**src/rtl/fetch_sequencer.sv**
```systemverilog
// -----------------------------------------------------------------------------
// fetch_sequencer
//   Owns the program counter and walks instruction memory one word at a time:
//   issue a single read, wait for its data, hand the word to decode over a
//   valid/ready handshake, then move on. Branch redirects from execute can
//   arrive in any state and retarget the PC. A read already in flight when a
//   redirect lands is allowed to return and is then thrown away. Running off
//   the end of the program parks the block in HALT until a redirect arrives.
//
// Ports
//   clk, reset              clock; synchronous active-high reset
//   imem_req / imem_addr    one-cycle read strobe and address to instruction memory
//   imem_rvalid/imem_rdata  read return, one cycle, >= 1 cycle after the strobe
//   if_valid/if_instr/if_pc instruction offered to decode
//   dec_ready               decode accepts the offered instruction this cycle
//   redirect_valid/_pc      taken branch/jump and its target
//   halted                  high while parked at end of program
//   fetch_count             instructions accepted by decode since reset (wraps)
// -----------------------------------------------------------------------------
module fetch_sequencer #(
  parameter int ADDR_W     = 7,
  parameter int INSTR_W    = 24,
  parameter int IMEM_DEPTH = 100,
  parameter int CNT_W      = 16
) (
  input  logic               clk,
  input  logic               reset,
  output logic               imem_req,
  output logic [ADDR_W-1:0]  imem_addr,
  input  logic               imem_rvalid,
  input  logic [INSTR_W-1:0] imem_rdata,
  output logic               if_valid,
  output logic [INSTR_W-1:0] if_instr,
  output logic [ADDR_W-1:0]  if_pc,
  input  logic               dec_ready,
  input  logic               redirect_valid,
  input  logic [ADDR_W-1:0]  redirect_pc,
  output logic               halted,
  output logic [CNT_W-1:0]   fetch_count
);

  // First address past the end of the program. IMEM_DEPTH < 2**ADDR_W, so
  // pc+1 always reaches this bound before it could wrap.
  localparam logic [ADDR_W-1:0] PC_END = ADDR_W'(IMEM_DEPTH);

  typedef enum logic [2:0] {
    S_IDLE = 3'd0,
    S_REQ  = 3'd1,
    S_WAIT = 3'd2,
    S_HOLD = 3'd3,
    S_HALT = 3'd4
  } state_e;

  state_e               state_q, state_d;
  logic [ADDR_W-1:0]    pc_q, pc_d;
  logic                 drop_q, drop_d;        // in-flight read belongs to a stale path
  logic                 if_valid_q, if_valid_d;
  logic [INSTR_W-1:0]   if_instr_q, if_instr_d;
  logic [ADDR_W-1:0]    if_pc_q, if_pc_d;
  logic [CNT_W-1:0]     cnt_q, cnt_d;

  logic pc_at_end;
  logic tgt_at_end;
  logic handshake;

  assign pc_at_end  = (pc_q >= PC_END);
  assign tgt_at_end = (redirect_pc >= PC_END);
  assign handshake  = if_valid_q && dec_ready;

  // ---------------------------------------------------------------------------
  // State register
  // ---------------------------------------------------------------------------
  always_ff @(posedge clk) begin
    if (reset) begin
      state_q    <= S_IDLE;
      pc_q       <= '0;
      drop_q     <= 1'b0;
      if_valid_q <= 1'b0;
      if_instr_q <= '0;
      if_pc_q    <= '0;
      cnt_q      <= '0;
    end else begin
      state_q    <= state_d;
      pc_q       <= pc_d;
      drop_q     <= drop_d;
      if_valid_q <= if_valid_d;
      if_instr_q <= if_instr_d;
      if_pc_q    <= if_pc_d;
      cnt_q      <= cnt_d;
    end
  end

  // ---------------------------------------------------------------------------
  // Next-state and datapath updates
  // ---------------------------------------------------------------------------
  always_comb begin
    state_d    = state_q;
    pc_d       = pc_q;
    drop_d     = drop_q;
    if_valid_d = if_valid_q;
    if_instr_d = if_instr_q;
    if_pc_d    = if_pc_q;
    cnt_d      = cnt_q;

    if (redirect_valid) begin
      // Redirect beats everything but reset: the offered instruction is
      // flushed without a handshake, even if decode is ready this cycle.
      pc_d       = redirect_pc;
      if_valid_d = 1'b0;
      unique case (state_q)
        // Read was just issued and will still come back: mark it stale.
        S_REQ: begin
          drop_d  = 1'b1;
          state_d = S_WAIT;
        end
        S_WAIT: begin
          if (imem_rvalid) begin
            // The outstanding read retires now, so nothing is left to drop.
            drop_d  = 1'b0;
            state_d = tgt_at_end ? S_HALT : S_REQ;
          end else begin
            // Still waiting; the halt check is deferred to the discard path.
            drop_d  = 1'b1;
            state_d = S_WAIT;
          end
        end
        default: begin
          drop_d  = 1'b0;
          state_d = tgt_at_end ? S_HALT : S_REQ;
        end
      endcase
    end else begin
      unique case (state_q)
        S_IDLE: state_d = pc_at_end ? S_HALT : S_REQ;
        S_REQ:  state_d = S_WAIT;
        S_WAIT: begin
          if (imem_rvalid) begin
            if (drop_q) begin
              drop_d  = 1'b0;
              state_d = pc_at_end ? S_HALT : S_REQ;
            end else begin
              if_instr_d = imem_rdata;
              if_pc_d    = pc_q;
              if_valid_d = 1'b1;
              pc_d       = pc_q + ADDR_W'(1);
              state_d    = S_HOLD;
            end
          end
        end
        S_HOLD: begin
          // pc_q already points past the held word, so the end check here
          // decides whether another fetch is worth issuing.
          if (handshake) begin
            if_valid_d = 1'b0;
            cnt_d      = cnt_q + CNT_W'(1);
            state_d    = pc_at_end ? S_HALT : S_REQ;
          end
        end
        S_HALT:  state_d = S_HALT;
        default: state_d = S_IDLE;
      endcase
    end
  end

  // ---------------------------------------------------------------------------
  // Outputs
  // ---------------------------------------------------------------------------
  always_comb begin
    imem_req    = (state_q == S_REQ);
    imem_addr   = (state_q == S_REQ) ? pc_q : '0;
    halted      = (state_q == S_HALT);
    if_valid    = if_valid_q;
    if_instr    = if_instr_q;
    if_pc       = if_pc_q;
    fetch_count = cnt_q;
  end

endmodule

```
**config.mk**
```make
export PLATFORM = sky130hd
export DESIGN_NAME = fetch_sequencer
export DESIGN_NICKNAME = d
export VERILOG_FILES = /design/src/rtl/fetch_sequencer.sv
export SDC_FILE = /design/constraint.sdc
export NUM_CORES = 1
export LEC_CHECK = 0
export CORE_MARGIN = 1.5
export CORE_UTILIZATION = 35
export CTS_CLUSTER_SIZE = 30
export DETAILED_ROUTE_END_ITERATION = 10
export PLACE_DENSITY = 0.73
export SYNTH_ARGS = -nofsm -noshare
export SYNTH_HDL_FRONTEND = slang
export SYNTH_SLANG_ARGS = --single-unit
```
**constraint.sdc**
```tcl
create_clock -name clk -period 1.7 [get_ports clk]
set_clock_uncertainty 0.05 [all_clocks]
set_input_delay 0.34 -clock clk [delete_from_list [all_inputs] [get_ports clk]]
set_output_delay 0.34 -clock clk [all_outputs]
set_load 0.005 [all_outputs]
```
==> out/qor.yml <==
cts:
  cts_max_level: 3
  clock_sinks: 59
  cts_inserted_buffers: 9
  cts.clk_slew.worst_paths_ns: 0.07
  cts_tree: "built"
  postCtsHoldBufs: 0
  cts-root-buf: "clkbuf_8"
  clock_latency_ns: 0.34
  clk_path_buf_depth: 2
finish:
  layout.nets: 477
  mostFrequentLayoutCells: "clkdlybuf4s50_1, nor2_1, dfxtp_1, buf_4, mux2i_1"
  syn_to_final_growth_pct: 71.33
  diodes: 0
  drive_above_1_share: 0.2754
  layout_commonest_cell: "clkdlybuf4s50_1"
  post-route-util: 0.6252
synth:
  syn_avg_cell_area_um2: 9.224
  synth-main-ff-cell: "dfxtp_1"
  synth-edff-count: 0
  synth_cell_types: 46
  ys_seq_elements: 59
  yosysTopAreaCell: "dfxtp_1"
  synth_top_family_by_area: "simple AND/OR/NAND/NOR gates"
  synth_nets: 329
  synth_compound_area_frac: 0.09542
  synth_fa_ha_area_frac: 0.01403
  synth_top_area_share: 0.4415
  yosys-top-cells-area: "dfxtp_1, mux2i_1, nor2_1"
  synth.area.mux_share: 0.1197
  synth_area_um2: 2675
  netlist_instances: 290
  yosysWarnings: 0
  async_flop_share: 0
  seq_area_frac_synth: 0.4415
  synth_xor_area_frac: 0.04256
  yosys.area_share.simple: 0.2502
timing:
  rsz0062_at_grt: "true"
  min_period_ns: 1.799
  slew_headroom: 0.6617
  period_share: 1.058
  max_freq_ghz: 0.5560
  holdWs_ns: 0.3978
  hold_viol: 0
  setup_viol_count_final: 33
  layout_setup_ws_ns: -0.09859
  drv_slew: 0
  worstMarginPinSlew_ns: 0.5074
worst_setup_path:
  crit_top_cell: "buf_12"
  critPathLaunch: "state_q[1]$_SDFFE_PP0P_"
  slowest_stage: "dfxtp_4"
  worst_ep_arrival_time_ns: 1.97
  crit_buf_inv: 4
  max_stage_delay_ns: 0.38
  cp-start-kind: "register"
  rr_startpoint: "state_q[1]$_SDFFE_PP0P_"
  r2r_slack_ns: -0.1
  cp_top_family: "simple AND/OR/NAND/NOR gates"
  crit_fanout: 5
  cp_cell_sequence: "buf_6, or3b_4, nor3_4, buf_12, buf_12, buf_16, mux2i_2, nor2_1"
  critical_path_required_ns: 1.88
  cp-end-kind: "register"
  crit_type: "reg2reg"
power:
  clkPwrFrac: 0.370
  p_leak_nw: 1.800
  swShare: 0.2592
  pwr-share-seq: 0.458
  switchingPower_mw: 0.8178
  p_per_area_nw_per_um2: 688.4
  internal_power_mw: 2.337
  peakVddDrop_mv: 0.3272
  share_comb_of_total_power: 0.172
placed_design:
  gp_congestion: 0.8081
  dp.final_hpwl_um: 5125
  port_buffers: 92
  pre_cts_slack_ns: -0.4898
drt:
  drt-total-wl_um: 7764
  vias: 2682
  route.detailed.drc: 0
  dr.pass1.iters: 4
  via_per_inst: 4.948
  wl_per_cell_um: 14.32
  first_iter_violations: 132
  antenna_left: 0
global_route:
  first_global_vias: 2744
  grt_pass1_wl_um: 12810
  grt_max_degree: 27
  grt_overflow_total: 0
  gr-usage-all-layers: 0.1954
  antenna_found_initial: 0
floorplan:
  fp.dieArea_um2: 8177
  initial_utilization: 0.3649
  core_area_um2: 7331
  die_y_um: 90.43
  die_w_um: 90.43
  io_pins: 93
  rows: 31
run:
  cap_violations: 0
worst_hold_path:
  hold_start: "reset"
  hold_path.class: "in2reg"
outcome:
  violations: "setup timing"
  status: "complete, but fails checks"
[cells in the mapped netlist, types with 3 or more instances]
cell,number
mux2i_1,32
or3_1,7
clkbuf_1,10
nand2b_1,3
xnor2_1,9
o21ai_0,9
a21oi_1,12
a211oi_1,6
nor3_1,5
buf_6,3
nand4_1,6
and4_1,3
dfxtp_1,59
nor2_1,51
inv_1,4
ha_1,3
nor3b_1,3
nand2_1,13
xor2_1,4
nand3_1,9
and2_1,8
[logic make-up after synthesis]
group           Yosys count
compound gates           40
xor+xnor                 13
fa+ha+maj                 3
buf+inv                  19
flops                    59
mux                      32
simple gates            124
[worst paths after layout]
check | endpoint | depth (start not counted)
worst max-delay path | if_instr[14]$_SDFFE_PP0P_ | 8
worst min-delay path | fetch_count[7]$_SDFFE_PP0P_ | 2
worst max register to register | if_instr[14]$_SDFFE_PP0P_ | 8
worst min register to register | if_instr[21]$_SDFFE_PP0P_ | 2
[state kept, by name, indices dropped and copies added, names as in the netlist]
signal / cells
drop_q: 1
fetch_count: 16
if_instr: 24
if_pc: 7
if_valid: 1
pc_q: 7
state_q: 3
[timing repair]
action | in CTS | in global routing
buffers inserted | 11 | 1
pin swaps | 13 | 9
cloned | 4 | 1
gates resized for setup | 74 | 29
endpoints found under the hold margin | 0 | 0
setup endpoints to repair | 56 | 59
[per-stage QoR]
| stage | TNS [ns] | power [mW] | cell area [um^2] | std cells |
|---|---|---|---|---|
| final | -1.994 | 3.155 | 4583 | 542 |
| after global routing | -4.909 | 3.284 | 4583 | 542 |
| after CTS | -2.147 | 3.167 | 4484 | 542 |
| after detailed placement | -14.56 | 1.922 | 4029 | 511 |
| after global placement | -12.99 | 1.914 | 4029 | 511 |
| after floorplan | 0 | 1.655 | 2688 | 290 |
[layout make-up]
type / count / area (um^2)
timing repair buffer: 151 / 1543
clock inverter: 4 / 25.02
fill: 591 / 2748
inverter: 5 / 18.77
sequential: 59 / 1206
clock buffer: 12 / 155.1
tap: 99 / 123.9
multi-input combinational: 212 / 1511
[layer usage]
layer,wire (um),track usage,part of all wire
met1,3367,0.2265,0.43
met2,3909,0.3409,0.50
met3,290,0.03199,0.037
met4,196,0.1085,0.025
met5,0,0,0
[power groups by stage]
| stage | logic (mW) | clock network (mW) | registers [mW] |
|---|---|---|---|
| floorplan | 0.179 | 0 | 1.48 |
| detailed placement | 0.444 | 0 | 1.48 |
| finish | 0.542 | 1.17 | 1.45 |
| global route | 0.579 | 1.26 | 1.45 |
| CTS | 0.529 | 1.20 | 1.44 |
| global placement | 0.437 | 0 | 1.48 |
Note: power is estimated with default switching activity, not from simulation.
==> variant, RTL diff (same flow settings) <==
`INSTR_W`: 24 -> 36.
--- a/src/rtl/fetch_sequencer.sv
+++ b/src/rtl/fetch_sequencer.sv
@@ -21,3 +21,3 @@
   parameter int ADDR_W     = 7,
-  parameter int INSTR_W    = 24,
+  parameter int INSTR_W    = 36,
   parameter int IMEM_DEPTH = 100,
Ports: changed (resized if_instr and imem_rdata); port bits go from 93 to 117. The function was not compared with the original's and may differ.
==> variant against the original RTL <==
  * The run still ends with negative setup slack left
  * Sequential power grew 21%
  * Via count grew 21%
  * Sequential cell count grew 12
  * Setup slack lost 0.034 ns
  * Wire length grew 22%
  * Design area grew 16%
  * Total power grew 30%
  * Synthesized area grew 14%
  * Highest routed layer unchanged
==> variant: results (changes against the original RTL) <==
Status
Status: complete, but fails checks (unchanged). Violations in the final reports: negative setup slack (unchanged).

Route
The routed metal-1 wire length is 4070 µm (was 3370 µm). The count of TritonRoute iterations in the first routing pass came to 5 (was 4). The vias per cell is 5.00 (was 4.95). The average routed wire per standard cell is 14.6 µm (was 14.3 µm). The met3 wirelength from detailed routing is 555 µm (was 290 µm). The met2 wire length was 4730 µm (was 3910 µm).

Yosys
The portion of netlist area occupied by mux cells is 0.654% (was 12.0%). The synthesized instance count is 378 (was 290). The share of the synthesized netlist area taken by xor and xnor gates was 4.29% (was 4.26%). The post-synthesis compound-gate area fraction is 14.8% (was 9.54%). The proportion of synthesized chip area in sequential cells is 46.4% (was 44.2%). The synthesized net count was 429 (was 329). The arithmetic-cell share of the synthesized area counting full adders, half adders and majority gates came to 1.23% (was 1.40%). The number of distinct library cell variants in the gate-level netlist after synthesis is 45 (was 46). Commonest cells post-synth: nand2_1, dfxtp_1, a21oi_1 (was dfxtp_1, nor2_1, mux2i_1).

STA
The final setup violation count is 49 (was 33). The relative slew slack came to 72.5% (was 66.2%). The setup slack after layout is -0.133 ns (was -0.0986 ns). The summed negative setup slack over all endpoints is -3.97 ns (was -1.99 ns).

Global routing
The global-route usage over all layers was 18.4% (was 19.5%). The largest net degree at the start of global routing is 50 (was 27). The global-route wire length before repair is 13200 µm (was 12800 µm).

The met2 layer usage reported by global route is 32.3% (was 34.1%). The via count of the first global-routing pass is 2890 (was 2744). The met3 track demand over resource is 4.85% (was 3.20%). The fraction of met1 tracks used by global routing is 21.4% (was 22.6%).

Finish
The fraction of layout instances using a drive strength above 1 is 29.7% (was 27.5%). The number of nets in the layout came to 592 (was 477). The flip-flop count of the largest register, all copies and words added is 36 (was 24). The final non-filler cell total is 651 (was 542).

Power
The leakage power of the design is 2.09 nW (was 1.80 nW).

Clocking
The number of resized instances in the post-cts repair step was 61 (was 74).

Place
The count of buffers inserted at the top-level ports was 116 (was 92). The total instance count after detailed placement was 620 (was 511). The placed wire-length estimate is 5990 µm (was 5130 µm).

Worst setup path
The maximum fanout along the worst path is 11 (was 5). The endpoint arrival time on the critical path is 2.05 ns (was 1.97 ns).
-- variant: cell types whose count changed after synthesis, sizes merged, moves of 5 or more --
| cell | unedited run | this run |
|---|---|---|
| mux2i | 32 | 2 |
| nand2 | 13 | 94 |
| inv | 4 | 12 |
| nor2 | 51 | 23 |
| a21oi | 12 | 51 |
| buf | 4 | 11 |
| dfxtp | 59 | 71 |
| o21ai | 9 | 3 |
| nand3 | 9 | 4 |
-- variant: power groups by stage --
stage / Clock [W] / Combinational, W / Sequential [W]
after floorplan: 0 / 0.000227 / 0.00179
after global placement: 0 / 0.000586 / 0.00178
after detailed placement: 0 / 0.000593 / 0.00178
after CTS: 0.00166 / 0.000626 / 0.00174
after global routing: 0.00174 / 0.000782 / 0.00175
final: 0.00163 / 0.000732 / 0.00175
-- variant: through the flow --
stage,worst slack [ns],area (µm²)
floorplan,-0.0999,3090
global placement,-0.437,4640
detailed placement,-0.475,4640
CTS,-0.0903,4950
global route,-0.215,5340
finish,-0.133,5340
-- variant: path summary, 6_finish.rpt --
check	start	endpoint	slack, ns	depth (start not counted)
max	state_q[1]$_SDFFE_PP0P_	if_instr[8]$_SDFFE_PP0P_	-0.13	8
min	reset	state_q[2]$_SDFFE_PP0P_	0.36	3
max reg2reg	state_q[1]$_SDFFE_PP0P_	if_instr[8]$_SDFFE_PP0P_	-0.13	8
min reg2reg	if_instr[12]$_SDFFE_PP0P_	if_instr[12]$_SDFFE_PP0P_	0.41	2
-- variant: final cells by class --
cell class,count,area (µm²)
repair buffers,176,1740
well taps,105,131
clock inverters,7,121
flip-flops and latches,71,1450
clock buffers,9,124
fillers,693,3000
inverters,12,45.0
multi-input cells,271,1730
